<file path="config.mk">
export PLATFORM = sky130hd
export DESIGN_NAME = fpu_dispatch
export DESIGN_NICKNAME = d
export VERILOG_FILES = /design/src/rtl/fpu_dispatch_pkg.sv /design/src/rtl/fpu_inst_fifo.sv /design/src/rtl/fpu_dispatch.sv
export SDC_FILE = /design/constraint.sdc
export NUM_CORES = 1
export LEC_CHECK = 0
export ABC_AREA = 1
export BUFFER_PORTS_ARGS = -buffer_cell sky130_fd_sc_hd__buf_4
export CAP_MARGIN = 20
export CORE_MARGIN = 2
export CORE_UTILIZATION = 30
export CTS_CLUSTER_DIAMETER = 200
export DETAILED_ROUTE_END_ITERATION = 7
export PLACE_DENSITY = 0.56
export SYNTH_ARGS = -nofsm -noshare
export SYNTH_HDL_FRONTEND = slang
export SYNTH_SLANG_ARGS = --single-unit
</file>
<file path="constraint.sdc">
create_clock -name clk -period 6.3 [get_ports clk]
set_input_delay 0.315 -clock clk [delete_from_list [all_inputs] [get_ports clk]]
set_output_delay 0.315 -clock clk [all_outputs]
set_load 0.02 [all_outputs]
</file>
<file path="src/rtl/fpu_dispatch_pkg.sv">
`default_nettype none
// ============================================================================
// fpu_dispatch_pkg : opcode, instruction-field and FSM state definitions
//                    shared by the dispatch unit and coprocessor decode
// Revision : 1.0
// ============================================================================
package fpu_dispatch_pkg;

    localparam logic [5:0] OPC_NOP   = 6'b000000;
    localparam logic [5:0] OPC_ADD   = 6'b110000;
    localparam logic [5:0] OPC_SUB   = 6'b110001;
    localparam logic [5:0] OPC_MUL   = 6'b110010;
    localparam logic [5:0] OPC_DIV   = 6'b110011;
    localparam logic [5:0] OPC_CMP   = 6'b110100;
    localparam logic [5:0] OPC_REV   = 6'b110101;
    localparam logic [5:0] OPC_RND   = 6'b110110;
    localparam logic [5:0] OPC_LOAD  = 6'b001010;
    localparam logic [5:0] OPC_STORE = 6'b001011;

    localparam int OPC_MSB = 31;
    localparam int OPC_LSB = 26;
    localparam int RS_MSB  = 25;
    localparam int RS_LSB  = 21;
    localparam int RT_MSB  = 20;
    localparam int RT_LSB  = 16;
    localparam int RD_MSB  = 15;
    localparam int RD_LSB  = 11;

    typedef enum logic [2:0] {
        S_IDLE     = 3'd0,
        S_ISSUE    = 3'd1,
        S_LD_WAIT  = 3'd2,
        S_LD_WR    = 3'd3,
        S_ST_ISSUE = 3'd4,
        S_ST_CAP   = 3'd5,
        S_ST_HOLD  = 3'd6
    } fsm_state_e;

    // Arithmetic opcodes occupy the contiguous range ADD..RND.
    function automatic logic is_arith(input logic [5:0] opc);
        return (opc >= OPC_ADD) && (opc <= OPC_RND);
    endfunction

endpackage
`default_nettype wire

</file>
<file path="src/rtl/fpu_inst_fifo.sv">
`default_nettype none
// ============================================================================
// fpu_inst_fifo : parameterized synchronous FIFO, asynchronous reset
// Revision : 1.0
// ============================================================================
module fpu_inst_fifo #(
    parameter int DEPTH = 4,
    parameter int WIDTH = 32
) (
    input  logic             clk,
    input  logic             rst,
    input  logic             push,
    input  logic             pop,
    input  logic [WIDTH-1:0] wdata,
    output logic [WIDTH-1:0] rdata,
    output logic             full,
    output logic             empty
);

    localparam int AW = $clog2(DEPTH);
    localparam logic [AW:0] PTR_ONE = (AW+1)'(1);

    logic [WIDTH-1:0] mem_q [DEPTH];
    logic [AW:0]      wr_ptr_q, wr_ptr_d;
    logic [AW:0]      rd_ptr_q, rd_ptr_d;
    logic             do_push, do_pop;

    // Extra wrap bit on each pointer distinguishes full from empty.
    assign empty   = (wr_ptr_q == rd_ptr_q);
    assign full    = (wr_ptr_q[AW] != rd_ptr_q[AW]) &&
                     (wr_ptr_q[AW-1:0] == rd_ptr_q[AW-1:0]);
    assign do_push = push && !full;
    assign do_pop  = pop && !empty;
    assign rdata   = mem_q[rd_ptr_q[AW-1:0]];

    always_comb begin
        wr_ptr_d = wr_ptr_q;
        rd_ptr_d = rd_ptr_q;
        if (do_push) wr_ptr_d = wr_ptr_q + PTR_ONE;
        if (do_pop)  rd_ptr_d = rd_ptr_q + PTR_ONE;
    end

    always_ff @(posedge clk or posedge rst) begin
        if (rst) begin
            wr_ptr_q <= '0;
            rd_ptr_q <= '0;
        end else begin
            wr_ptr_q <= wr_ptr_d;
            rd_ptr_q <= rd_ptr_d;
        end
    end

    always_ff @(posedge clk) begin
        if (do_push) mem_q[wr_ptr_q[AW-1:0]] <= wdata;
    end

endmodule
`default_nettype wire

</file>
<file path="src/rtl/fpu_dispatch.sv">
`default_nettype none
// ============================================================================
// fpu_dispatch : buffers FP instructions, decodes them and sequences issue,
//                load write-back and store read-out to the coprocessor
// Revision : 1.0
// ============================================================================
module fpu_dispatch
    import fpu_dispatch_pkg::*;
#(
    parameter int FIFO_DEPTH = 4
) (
    input  logic        clk,
    input  logic        rst,
    input  logic        inst_valid,
    output logic        inst_ready,
    input  logic [31:0] inst,
    input  logic        mem_stall,
    input  logic        ld_valid,
    input  logic [31:0] ld_data,
    output logic        st_valid,
    input  logic        st_ready,
    output logic [31:0] st_data,
    output logic [5:0]  cop_opcode,
    output logic [4:0]  cop_in1,
    output logic [4:0]  cop_in2,
    output logic [4:0]  cop_dst,
    output logic [4:0]  cop_waddr,
    output logic [31:0] cop_wdata,
    output logic        cop_we,
    output logic        cop_cache_done,
    input  logic [31:0] cop_outdata,
    output logic        illegal_op,
    output logic [15:0] issued_cnt
);

    logic [31:0] head;
    logic        fifo_full, fifo_empty, push, pop, hold;
    logic [5:0]  head_opc;
    logic [4:0]  head_rs, head_rt, head_rd;
    logic        unused_head_bits;

    fsm_state_e  state_q, state_d;
    logic [5:0]  cop_opcode_q, cop_opcode_d;
    logic [4:0]  cop_in1_q, cop_in1_d, cop_in2_q, cop_in2_d, cop_dst_q, cop_dst_d;
    logic [4:0]  cop_waddr_q, cop_waddr_d, ld_rt_q, ld_rt_d;
    logic [31:0] cop_wdata_q, cop_wdata_d, st_data_q, st_data_d;
    logic        cop_we_q, cop_we_d, st_valid_q, st_valid_d, illegal_op_q, illegal_op_d;
    logic [15:0] issued_cnt_q, issued_cnt_d;

    fpu_inst_fifo #(
        .DEPTH (FIFO_DEPTH),
        .WIDTH (32)
    ) u_fifo (
        .clk   (clk),
        .rst   (rst),
        .push  (push),
        .pop   (pop),
        .wdata (inst),
        .rdata (head),
        .full  (fifo_full),
        .empty (fifo_empty)
    );

    assign inst_ready       = !fifo_full;
    assign push             = inst_valid && !fifo_full;
    assign cop_cache_done   = mem_stall;
    assign head_opc         = head[OPC_MSB:OPC_LSB];
    assign head_rs          = head[RS_MSB:RS_LSB];
    assign head_rt          = head[RT_MSB:RT_LSB];
    assign head_rd          = head[RD_MSB:RD_LSB];
    assign unused_head_bits = ^head[RD_LSB-1:0];

    always_comb begin
        state_d      = state_q;
        pop          = 1'b0;
        hold         = 1'b0;
        cop_opcode_d = OPC_NOP;
        cop_in1_d    = '0;
        cop_in2_d    = '0;
        cop_dst_d    = '0;
        cop_waddr_d  = '0;
        cop_wdata_d  = '0;
        cop_we_d     = 1'b0;
        ld_rt_d      = ld_rt_q;
        st_valid_d   = 1'b0;
        st_data_d    = st_data_q;
        illegal_op_d = 1'b0;
        issued_cnt_d = issued_cnt_q;

        case (state_q)
            S_IDLE: begin
                if (!fifo_empty && !mem_stall) begin
                    pop = 1'b1;
                    if (is_arith(head_opc)) begin
                        state_d      = S_ISSUE;
                        cop_opcode_d = head_opc;
                        cop_in1_d    = head_rs;
                        cop_in2_d    = head_rt;
                        cop_dst_d    = head_rd;
                    end else if (head_opc == OPC_LOAD) begin
                        state_d = S_LD_WAIT;
                        ld_rt_d = head_rt;
                    end else if (head_opc == OPC_STORE) begin
                        state_d      = S_ST_ISSUE;
                        cop_opcode_d = OPC_STORE;
                        cop_in2_d    = head_rt;
                    end else begin
                        illegal_op_d = 1'b1;
                    end
                end
            end
            S_ISSUE, S_LD_WR, S_ST_ISSUE: begin
                if (mem_stall) begin
                    hold = 1'b1;
                end else begin
                    issued_cnt_d = issued_cnt_q + 16'd1;
                    state_d      = (state_q == S_ST_ISSUE) ? S_ST_CAP : S_IDLE;
                end
            end
            S_LD_WAIT: begin
                if (ld_valid) begin
                    state_d     = S_LD_WR;
                    cop_we_d    = 1'b1;
                    cop_waddr_d = ld_rt_q;
                    cop_wdata_d = ld_data;
                end
            end
            S_ST_CAP: begin
                st_data_d  = cop_outdata;
                st_valid_d = 1'b1;
                state_d    = S_ST_HOLD;
            end
            S_ST_HOLD: begin
                if (st_ready) state_d    = S_IDLE;
                else          st_valid_d = 1'b1;
            end
            default: state_d = S_IDLE;
        endcase

        // A stalled issue cycle keeps every coprocessor output frozen.
        if (hold) begin
            cop_opcode_d = cop_opcode_q;
            cop_in1_d    = cop_in1_q;
            cop_in2_d    = cop_in2_q;
            cop_dst_d    = cop_dst_q;
            cop_waddr_d  = cop_waddr_q;
            cop_wdata_d  = cop_wdata_q;
            cop_we_d     = cop_we_q;
        end
    end

    always_ff @(posedge clk or posedge rst) begin
        if (rst) begin
            state_q      <= S_IDLE;
            cop_opcode_q <= OPC_NOP;
            cop_in1_q    <= '0;
            cop_in2_q    <= '0;
            cop_dst_q    <= '0;
            cop_waddr_q  <= '0;
            cop_wdata_q  <= '0;
            cop_we_q     <= 1'b0;
            ld_rt_q      <= '0;
            st_valid_q   <= 1'b0;
            st_data_q    <= '0;
            illegal_op_q <= 1'b0;
            issued_cnt_q <= '0;
        end else begin
            state_q      <= state_d;
            cop_opcode_q <= cop_opcode_d;
            cop_in1_q    <= cop_in1_d;
            cop_in2_q    <= cop_in2_d;
            cop_dst_q    <= cop_dst_d;
            cop_waddr_q  <= cop_waddr_d;
            cop_wdata_q  <= cop_wdata_d;
            cop_we_q     <= cop_we_d;
            ld_rt_q      <= ld_rt_d;
            st_valid_q   <= st_valid_d;
            st_data_q    <= st_data_d;
            illegal_op_q <= illegal_op_d;
            issued_cnt_q <= issued_cnt_d;
        end
    end

    assign cop_opcode = cop_opcode_q;
    assign cop_in1    = cop_in1_q;
    assign cop_in2    = cop_in2_q;
    assign cop_dst    = cop_dst_q;
    assign cop_waddr  = cop_waddr_q;
    assign cop_wdata  = cop_wdata_q;
    assign cop_we     = cop_we_q;
    assign st_valid   = st_valid_q;
    assign st_data    = st_data_q;
    assign illegal_op = illegal_op_q;
    assign issued_cnt = issued_cnt_q;

endmodule
`default_nettype wire
</file>
==> results of run 1 <==
metrics by stage:
step	worst slack [ns]	power [mW]
after floorplan	2.71	3.05
after global placement	3.45	3.64
after detailed placement	3.47	3.66
after CTS	3.46	5.27
after global routing	3.15	5.53
final	3.54	5.18
cells in the mapped netlist (2+ instances only):
| cell type | n |
|---|---|
| buf_4 | 2 |
| inv_1 | 31 |
| clkbuf_1 | 22 |
| nor2_1 | 28 |
| nand3_2 | 5 |
| nand2_2 | 5 |
| buf_2 | 9 |
| nand4_1 | 3 |
| nor3_1 | 4 |
| inv_2 | 5 |
| dfrtp_1 | 123 |
| buf_6 | 3 |
| nor2_2 | 4 |
| a21oi_1 | 17 |
| nand3_1 | 25 |
| o21ai_1 | 13 |
| xor2_1 | 12 |
| edfxtp_1 | 84 |
| nand2_1 | 268 |
| o21ai_2 | 8 |
| nor2_4 | 2 |
| o21ai_0 | 6 |
| xnor2_1 | 8 |
| a32o_1 | 52 |
| ha_1 | 6 |
state kept, by name, summed over array words and instances, names as in the netlist:
| signal | flops |
|---|---|
| ld_rt_q | 5 |
| cop_opcode | 6 |
| illegal_op | 1 |
| cop_wdata | 32 |
| cop_in1 | 5 |
| st_data | 32 |
| cop_waddr | 5 |
| st_valid | 1 |
| u_fifo.wr_ptr_q | 3 |
| cop_dst | 5 |
| cop_we | 1 |
| issued_cnt | 16 |
| u_fifo.mem_q | 84 |
| state_q | 3 |
| u_fifo.rd_ptr_q | 3 |
| cop_in2 | 5 |
cell usage in the layout, fill, tap and decap left out:
| cell | instances |
|---|---|
| a21oi_1 | 17 |
| a22o_1 | 1 |
| a32o_1 | 52 |
| and2_1 | 1 |
| buf_4 | 209 |
| bufinv_16 | 6 |
| clkbuf_1 | 4 |
| clkbuf_16 | 25 |
| clkbuf_8 | 4 |
| clkinv_1 | 1 |
| clkinv_2 | 4 |
| dfrtp_1 | 123 |
| diode_2 | 1 |
| dlygate4sd3_1 | 45 |
| edfxtp_1 | 84 |
| ha_1 | 6 |
| inv_1 | 30 |
| inv_2 | 5 |
| inv_4 | 1 |
| inv_6 | 1 |
| nand2_1 | 268 |
| nand2_2 | 5 |
| nand2_4 | 1 |
| nand3_1 | 25 |
| nand3_2 | 5 |
| nand3_4 | 1 |
| nand4_1 | 3 |
| nor2_1 | 22 |
| nor2_2 | 7 |
| nor2_4 | 5 |
| nor2_8 | 1 |
| nor3_1 | 4 |
| nor3b_1 | 1 |
| nor4_4 | 1 |
| o21ai_0 | 6 |
| o21ai_1 | 13 |
| o21ai_2 | 8 |
| xnor2_1 | 8 |
| xor2_1 | 12 |
repair_timing:
action                    in CTS  in global routing
setup buffers                  0                  0
hold endpoints to repair     103                  0
resized for setup              0                  0
hold buffers                  45                  0
metal layers:
metal | wire length, um | vias up
li1 | - | 3063
met1 | 9190 | 2965
met2 | 10100 | 168
met3 | 1430 | 29
met4 | 417 | 0
met5 | 0 | -
power by group through the flow:
| stage | combinational, mW | clock (mW) | sequential (mW) |
|---|---|---|---|
| floorplan | 0.976 | 0 | 2.08 |
| global placement | 1.72 | 0 | 1.92 |
| detailed placement | 1.73 | 0 | 1.92 |
| CTS | 1.76 | 1.61 | 1.90 |
| global route | 1.94 | 1.66 | 1.93 |
| finish | 1.72 | 1.56 | 1.90 |
final timing paths:
check	startpoint	cells past startpoint	end	slack, ns
min in group clk	cop_outdata[21]	3	st_data[21]	0.03
min	rst	2	st_data[12]	0.03
max in group asynchronous	rst	3	issued_cnt[1]	4.98
max reg2reg	u_fifo.rd_ptr_q[1]	6	u_fifo.mem_q[3][14]	3.54
min reg2reg	st_data[2]	2	st_data[2]	0.47
max	u_fifo.rd_ptr_q[1]	6	u_fifo.mem_q[3][14]	3.54
logic make-up (layout without fill, tap and decap cells):
| logic type | Yosys count | count (layout) |
|---|---|---|
| AO/OA/AOI/OAI | 97 | 97 |
| adder cells (fa/ha/maj) | 6 | 6 |
| AND/OR/NAND/NOR | 350 | 350 |
| flip-flops | 207 | 207 |
| buffers and inverters | 74 | 335 |
| XOR/XNOR | 20 | 20 |
| other | 0 | 1 |
cell type report:
| class | instances | area [um2] | share of cell area |
|---|---|---|---|
| inverter | 37 | 141 | 0.0121 |
| tap | 378 | 473 | 0.0405 |
| clock buffer | 33 | 696 | 0.0595 |
| timing repair buffer | 254 | 2020 | 0.173 |
| clock inverter | 11 | 209 | 0.0179 |
| sequential | 207 | 5600 | 0.479 |
| antenna | 1 | 2.50 | 0.000214 |
| multi-input combinational | 473 | 2550 | 0.218 |
==> flow_metrics.py, run 1 <==
metrics = {
    "outcome": {
        "outcome": "finished, final reports clean",
    },
    "cts": {
        "clk_latency_ns": 0.51,
        "cts_root_buf": "clkbuf_16",
        "clock_sinks": 207,
        "cts_tree": "done",
        "htreeDepth": 1,
        "clkTransAtPathRegs_ns": 0.06,
        "clk_path_buf_depth": 3,
        "numCtsBuffers": 24,
    },
    "power": {
        "power_switching_mw": 1.83,
        "clockPowerShare": 0.301,
        "power_leakage_nw": 5.43,
        "combPwrFrac": 0.332,
        "pwr_density_cell_nw_per_um2": 443,
        "swShare": 0.352,
        "irDropWorstVdd_v": 0.000210,
        "p_int_mw": 3.36,
        "p_seq_frac": 0.366,
    },
    "die": {
        "die-area_um2": 29500,
        "die_w_um": 172,
        "ios": 213,
        "start_util": 0.304,
        "core_area_um2": 27800,
        "die_y_um": 172,
        "rows": 61,
    },
    "timing": {
        "drv_slew": 0,
        "relSlewSlack": 0.342,
        "worst_slew_pin_slew_ns": 0.985,
        "worst_hold_slack_ns": 0.0257,
        "fin_crit_ns": 2.76,
        "tns_ns": 0,
        "hold_viol": 0,
        "post-route-period-util": 0.438,
        "fmax_mhz": 363,
        "rsz0062_at_grt": "false",
        "finClkSkew_ns": 0.0185,
        "finalSetupViolCount": 0,
    },
    "logic_synthesis": {
        "ys_ff_latch": 207,
        "synth_top_area_cell": "dfrtp_1",
        "synth_cell_types": 34,
        "syn_avg_cell_area_um2": 11.2,
        "ys_seq_area_frac": 0.663,
        "synth_top_area_share": 0.364,
        "synthAdderAreaFrac": 0.00889,
        "synth_top_family_by_area": "simple AND/OR/NAND/NOR gates",
        "synthFlopType": "dfrtp_1",
        "synth_compound_area_frac": 0.0923,
        "synth-xor-area-share": 0.0207,
        "yosys_warnings": 0,
        "synthTopCellsByArea": "dfrtp_1 36%, edfxtp_1 30%, nand2_1 12%",
        "synth-simple-area-share": 0.176,
        "synthMuxAreaShare": 0,
        "synth_area_um2": 8450,
        "synth_nets": 862,
        "netlist_instances": 754,
        "synth_enable_flop_cells": 84,
        "async_flop_share": 0.594,
    },
    "final_layout": {
        "fin_nets": 1105,
        "layout.cells.non_filler": 1394,
        "fillerInstances": 2685,
        "postLayoutCoreUtil": 0.421,
        "syn2layout_area_growth_pct": 38.4,
        "stdcell_area_um2": 11700,
        "drive_gt1_frac": 0.285,
    },
    "worst_setup_path": {
        "critPathTopFamily": "simple AND/OR/NAND/NOR gates",
        "crit_buf_inv": 1,
        "crit_arrival_ns": 2.90,
        "crit_top_cell": "nand2_1",
        "cp.required_ns": 6.44,
        "cp_max_fo": 43,
        "critical_path.startpoint_type": "flip-flop",
        "crit_path_cell_trace": "inv_2 > nand2_1 > a21oi_1 > nand2_1 > nand2_1 > nor2_4",
        "slowest_delay_ns": 0.69,
        "worst-setup-path-type": "flip-flop to flip-flop",
        "end_kind": "flip-flop",
        "cpMaxStageDelayCell": "dfrtp_1",
    },
    "worst_hold_path": {
        "hold_class": "input port to asynchronous set/reset pin",
    },
    "global_route": {
        "grt.busiest_layer": "met2",
        "grt_max_degree": 71,
        "grt-ovfl-total": 0,
        "met1_usage": 0.179,
        "grt_pass1_wl_um": 32900,
        "grt_pass1_vias": 6217,
        "antenna_found_initial": 1,
        "grt_use_met3": 0.0311,
        "use_met2": 0.247,
        "track_usage": 0.141,
    },
    "placed_design": {
        "gp_congestion": 0.778,
        "dpl.hpwl_um": 13500,
        "place_inst": 1304,
        "placedInstanceArea_um2": 10300,
        "port_buffers": 201,
    },
    "run": {
        "maxCapViolCount": 0,
    },
    "route": {
        "firstDrtPassIters": 4,
        "drtIter0Drc": 396,
        "routedWlPerCell_um": 15.1,
        "drt_wl_total_um": 21100,
        "vias": 6225,
        "ant_nets": 0,
        "drc": 0,
        "avgViaCountPerCell": 4.47,
    },
}
No activity file was read; power rests on OpenSTA's default activity.
==> inputs of run 2 (changes only) <==
Clock period 6.3 ns to 2.8 ns, I/O delays scaled along.
==> flow_metrics.py, run 2 (synthesis results as in run 1) <==
metrics = {
    "power": {
        "power_leakage_nw": 5.60,
        "irDropWorstVdd_v": 0.000414,
        "total_power_mw": 11.4,
        "pwr_density_cell_nw_per_um2": 944,
    },
    "die": {
        "rows": 61,
        "start_util": 0.304,
        "die-area_um2": 29500,
        "die_y_um": 172,
        "ios": 213,
        "die_w_um": 172,
        "core_area_um2": 27800,
    },
    "global_route": {
        "grt_pass1_vias": 6401,
        "grt_pass1_wl_um": 33100,
        "antenna_found_initial": 0,
        "track_usage": 0.141,
        "grt_max_degree": 52,
        "grt-ovfl-total": 0,
    },
    "run": {
        "maxCapViolCount": 0,
    },
    "timing": {
        "hold_viol": 0,
        "relSlewSlack": 0.459,
        "fin_crit_ns": 2.21,
        "fin_ws_ns": 0.588,
        "worst_hold_slack_ns": 0.144,
        "finClkSkew_ns": 0.0113,
        "tns_ns": 0,
        "rsz0062_at_grt": "false",
        "post-route-period-util": 0.790,
        "fmax_mhz": 452,
        "worst_slew_pin_slew_ns": 0.810,
        "drv_slew": 0,
        "finalSetupViolCount": 0,
    },
    "final_layout": {
        "postLayoutCoreUtil": 0.436,
        "syn2layout_area_growth_pct": 43.5,
        "antennaDiodeCount": 0,
        "layout.cells.non_filler": 1440,
        "fin_nets": 1156,
        "stdcell_area_um2": 12100,
        "mostFrequentLayoutCells": "268 x nand2_1, 214 x buf_4, 123 x dfrtp_1",
        "largest_reg_flops": 84,
        "drive_gt1_frac": 0.281,
        "layout_commonest_cell": "nand2_1",
    },
    "cts": {
        "postCtsSetupBuffers": 0,
        "clock_sinks": 207,
        "clk_latency_ns": 0.50,
        "cts_root_buf": "clkbuf_16",
        "clkTransAtPathRegs_ns": 0.06,
        "clk_path_buf_depth": 3,
        "htreeDepth": 1,
        "numCtsBuffers": 23,
        "cts_tree": "done",
        "cts-resized-gates": 0,
    },
    "route": {
        "wl_met3_um": 1370,
        "ant_nets": 0,
        "drt_wl_total_um": 21300,
        "routedWlPerCell_um": 14.8,
        "drc": 0,
        "vias": 6381,
        "avgViaCountPerCell": 4.43,
        "highest_layer": "met4",
        "wl_met1_um": 9300,
        "wl_met2_um": 10300,
        "drtIter0Drc": 349,
        "firstDrtPassIters": 4,
    },
    "placed_design": {
        "placedInstanceArea_um2": 10500,
        "gp_congestion": 0.732,
        "port_buffers": 201,
        "pre_cts_slack_ns": 0.578,
        "dpl.hpwl_um": 13700,
        "place_inst": 1314,
    },
    "outcome": {
        "outcome": "finished, final reports clean",
    },
    "worst_setup_path": {
        "r2r_setup_slack_ns": 0.59,
        "crit_path_cell_trace": "buf_4 > nand2_1 > nand2_1 > nand2_1 > nand2_1 > nand3_2 > nor2_2 > nand2_2 > o21ai_0",
        "critical_path.startpoint_type": "flip-flop",
        "critPathTopFamily": "simple AND/OR/NAND/NOR gates",
        "crit_top_cell": "nand2_1",
        "crit_buf_inv": 1,
        "end_kind": "flip-flop",
        "crit_arrival_ns": 2.62,
        "cp_max_fo": 47,
        "cpMaxStageDelayCell": "buf_4",
        "slowest_delay_ns": 0.47,
        "worst-setup-path-type": "flip-flop to flip-flop",
        "cp.required_ns": 3.21,
    },
    "worst_hold_path": {
        "hold_class": "input port to flip-flop",
    },
}
==> run 2: changes by cell type in the layout (fill, tap and decap cells not counted), moves of 2 or more <==
| cell | delta |
|---|---|
| clkbuf_1 | -4 |
| buf_4 | +5 |
| buf_12 | +5 |
| clkinv_2 | +3 |
| dlygate4sd3_1 | +42 |
| clkinvlp_4 | +3 |
| clkbuf_16 | -2 |
| bufinv_16 | -2 |
==> run 2: area by class of cell <==
type / count / area, um2
clock buffer: 26 / 617
clock inverter: 13 / 170
fill: 2655 / 15700
inverter: 37 / 143
multi-input combinational: 473 / 2540
sequential: 207 / 5600
tap: 378 / 473
timing repair buffer: 306 / 2580
==> run 2: what timing repair did <==
item                                   in CTS  in global routing
hold buffers                               87                  0
endpoints found under the hold margin     179                  0
setup endpoints to repair                   0                  0
==> run 2: path summary, 6_finish.rpt <==
| check | from | endpoint | cells after the start |
|---|---|---|---|
| setup / recovery | u_fifo.rd_ptr_q[0] | cop_in1[4] | 9 |
| hold / removal | inst_valid | u_fifo.wr_ptr_q[1] | 3 |
| setup reg to reg | u_fifo.rd_ptr_q[0] | cop_in1[4] | 9 |
| hold reg to reg | st_data[27] | st_data[27] | 2 |
| max in group asynchronous | rst | cop_wdata[23] | 4 |
| min in group asynchronous | rst | st_data[8] | 3 |
==> run 2: report_power, final <==
group          internal [mW]  switching, mW  total [mW]
Clock                   1.94           1.19        3.13
Sequential              3.90          0.340        4.24
Combinational           1.50           2.58        4.08
==> run 2: metal layers <==
layer | vias to the layer above | track usage
met5 | - | 0
met4 | 0 | 0.0303
met3 | 32 | 0.0308
met2 | 164 | 0.255
met1 | 3041 | 0.171
li1 | 3144 | -
==> run 2: tightest hold or removal path, cell delays in order <==
cell and delay [ns]:
buf_4 0.08, nand2_1 0.19, a21oi_1 0.20
